<file path="src/rtl/game_pkg.sv">
// game_pkg: shared types and helpers for the pattern-game player checker.
// Contents: checker FSM state enum, 2-bit symbol type, key-to-symbol encoder.
package game_pkg;

    typedef enum logic [2:0] {
        S_IDLE,
        S_CAPTURE,
        S_WAIT_KEY,
        S_WAIT_REL,
        S_PASS,
        S_FAIL
    } chk_state_t;

    typedef logic [1:0] sym_t;

    // Highest set bit wins; callers must qualify the result with a one-hot check.
    function automatic sym_t key_to_sym(input logic [3:0] key);
        return key[3] ? 2'd3 : key[2] ? 2'd2 : key[1] ? 2'd1 : 2'd0;
    endfunction

endpackage

</file>
<file path="src/rtl/press_detect.sv">
// press_detect: turns the level key bus into single-cycle press events.
// Ports: i_clk, i_rst_n (async active-low), i_key (one-hot level buttons);
//        o_press (rising edge of "any key down"), o_valid (exactly one key down),
//        o_sym (encoded symbol of the key).
module press_detect
    import game_pkg::*;
(
    input  logic       i_clk,
    input  logic       i_rst_n,
    input  logic [3:0] i_key,
    output logic       o_press,
    output logic       o_valid,
    output sym_t       o_sym
);

    logic w_key_nz;
    logic r_key_nz;

    assign w_key_nz = |i_key;

    always_ff @(posedge i_clk or negedge i_rst_n) begin
        if (!i_rst_n) r_key_nz <= 1'b0;
        else          r_key_nz <= w_key_nz;
    end

    // A key held across steps never re-fires until every key is released.
    assign o_press = w_key_nz & ~r_key_nz;
    assign o_valid = $onehot(i_key);
    assign o_sym   = key_to_sym(i_key);

endmodule

</file>
<file path="config.mk">
export PLATFORM = sky130hd
export DESIGN_NAME = press_detect
export DESIGN_NICKNAME = d
export VERILOG_FILES = /design/src/rtl/game_pkg.sv /design/src/rtl/press_detect.sv
export SDC_FILE = /design/constraint.sdc
export NUM_CORES = 1
export LEC_CHECK = 0
export CORE_AREA = 3 3 40 42
export DETAILED_ROUTE_END_ITERATION = 8
export DIE_AREA = 0 0 43 45
export DONT_BUFFER_PORTS = 1
export PLACE_DENSITY = 0.3
export SLEW_MARGIN = 20
export SYNTH_ARGS = -nofsm -noshare
export SYNTH_HDL_FRONTEND = slang
export SYNTH_SLANG_ARGS = --single-unit
</file>
<file path="constraint.sdc">
create_clock -name i_clk -period 3.7 [get_ports i_clk]
set_input_delay 0.74 -clock i_clk [delete_from_list [all_inputs] [get_ports i_clk]]
set_output_delay 0.74 -clock i_clk [all_outputs]
set_load 0.01 [all_outputs]
</file>
==> out/results.tsv <==
stage	metric	value	unit
flow_run	maxcap violations	0	
logic_synthesis	FF+latch count, synth	1	
global_routing	GR Overflow Total	0	
logic_synthesis	post-synthesis sequential area ratio	18.3	%
detailed_routing	initial DRC count	0	
logic_synthesis	average size of a mapped cell	8.52	µm²
logic_synthesis	share of the synthesized area in the top cell type	27.5	%
critical_path	Critical Path AT	2160	ps
logic_synthesis	simple logic cell fraction of the synthesized area	12.8	%
global_routing	first-pass GRT wire length	483	µm
timing	fin crit period	2900	ps
floorplanning	row count	13	
place	DPL Wire Length	254	µm
logic_synthesis	area fraction in compound gates after synthesis	10.1	%
floorplanning	Horiz. Die Dim	43	µm
logic_synthesis	Post-Syn Instances	16	
detailed_routing	DRC	0	
layout	Final #Nets	28	
clock_tree	Setup Fix Bufs, Post-CTS	0	
detailed_routing	Final ANT Viol Nets	0	
critical_path	WS Path Type	input pin to output port	
logic_synthesis	largest family of logic cells by synthesized area	adder cells	
timing	setup TNS	0	ps
layout	commonest non-fill, non-tap cell in the layout	inv_1	
timing	Worst-Margin Slew	382	ps
detailed_routing	DRT Pass-1 Iters	1	
floorplanning	die area	1940	µm²
min_path	Hold Path Class	input pin to async pin	
timing	Final Max Slew Viols	0	
critical_path	Required @ worst endpoint	2960	ps
timing	# setup viols final	0	
power_and_ir_drop	Leak Pwr	0.0772	nW
floorplanning	Chip Height	45	µm
timing	Rel. slew slack	74.5	%
logic_synthesis	Synth cell types	9	
detailed_routing	DR vias/cell	3.00	
layout	largest register by flop count	r_key_nz	
logic_synthesis	Synth Net Count	26	
critical_path	CP startpoint kind	input pin	
clock_tree	Clock transition at path regs	0	ps
layout	Area growth syn-to-layout	13.8	%
place	RD Place Congestion	0.667	
power_and_ir_drop	VDD IR max	0.0299	mV
power_and_ir_drop	total power	0.0252	mW
logic_synthesis	synth top area cells	ha_1 28%, dfrtp_1 18%, inv_1 17%, fa_1 15%, a21oi_2 6.4%	
timing	RSZ-0062 raised after global routing	false	
power_and_ir_drop	Pwr per Cell Area	162	nW/µm²
logic_synthesis	synthesized area	136	µm²
layout	Largest regs	r_key_nz (1)	
status	status	completed	
place	Port Buffers	0	
detailed_routing	WL per Instance	7.87	µm
floorplanning	core footprint	1280	µm²
critical_path	worst-path fanout max	2	
global_routing	vias in the first global route	112	
global_routing	initial antenna violation count	0	
layout	max FFs per register	1	
logic_synthesis	Post-Synth XOR/XNOR Area	0	%
global_routing	Total GRT Usage	3.07	%
clock_tree	post_cts resized	0	
timing	fmax	345	MHz
timing	Fin. Hold Viols	0	
layout	commonest non-fill, non-tap cells in the layout	6 x inv_1, 3 x ha_1	
logic_synthesis	mux cell area share after synthesis	0	%
critical_path	Crit. End Element	output port	
logic_synthesis	Synth warnings	0	
timing	period utilization	78.3	%
floorplanning	Top Ports	10	
detailed_routing	routed wire length	244	µm
layout	fraction of layout cells with a size suffix above 1	12.5	%
logic_synthesis	leading area contributor after synthesis	ha_1	
layout	Final Util	12.1	%
clock_tree	# hold bufs at CTS	0	
logic_synthesis	adder-cell share of the synthesized area	42.2	%
global_routing	largest net degree at the start of global routing	4	
layout	Ant. Diodes	0	
detailed_routing	DR vias	93	
floorplanning	Initial Util	10.6	%
==> stage by stage <==
stage | std cells | instance area (µm²) | hold WS [ps] | setup WS (ps)
global route | 31 | 155 | 444 | 691
CTS | 31 | 155 | 444 | 778
global placement | 31 | 155 | 444 | 806
detailed placement | 31 | 155 | 444 | 772
floorplan | 16 | 136 | 444 | 854
finish | 31 | 155 | 444 | 803
==> cell type report <==
type / instances / area [µm²]
fill: 140 / 1130
inverter: 6 / 22.5
tap: 15 / 18.8
sequential: 1 / 25.0
multi-input combinational: 9 / 88.8
==> routing by layer <==
layer	GRT usage [%]	up-vias	wire length, µm
li1	-	47	-
met1	4.55	37	140
met2	5.09	9	80
met3	0.398	0	24
met4	0	0	0
met5	0	-	0
==> critical path, stage by stage <==
cell	delay, ps
inv_1	50
fa_1	530
inv_1	40
ha_1	170
ha_1	260
nor3b_1	360
==> final timing paths <==
path                       depth (start not counted)  startpoint            endpoint  slack (ps)
max in group asynchronous                          0     i_rst_n  r_key_nz$_DFF_PN0_        3190
min in group i_clk                                 2    i_key[3]  r_key_nz$_DFF_PN0_         860
min                                                0     i_rst_n  r_key_nz$_DFF_PN0_         440
max                                                6    i_key[0]             o_valid         800
==> Yosys cell counts <==
cell / count
nor2_2: 1
dfrtp_1: 1
a21oi_2: 1
ha_1: 3
fa_1: 1
o21ai_0: 1
nand2_1: 1
inv_1: 6
nor3b_1: 1
==> where the power goes <==
group	switching, mW	total [mW]	internal (mW)
registers	0.000122	0.0115	0.0114
clock network	0	0	0
logic	0.00840	0.0136	0.00521
total	0.00852	0.0252	0.0166
==> cell families after synthesis <==
group	Yosys count
fa+ha+maj	4
simple gates	3
flops	1
buf+inv	6
compound gates	2
Note: power is estimated with default switching activity, not from simulation.
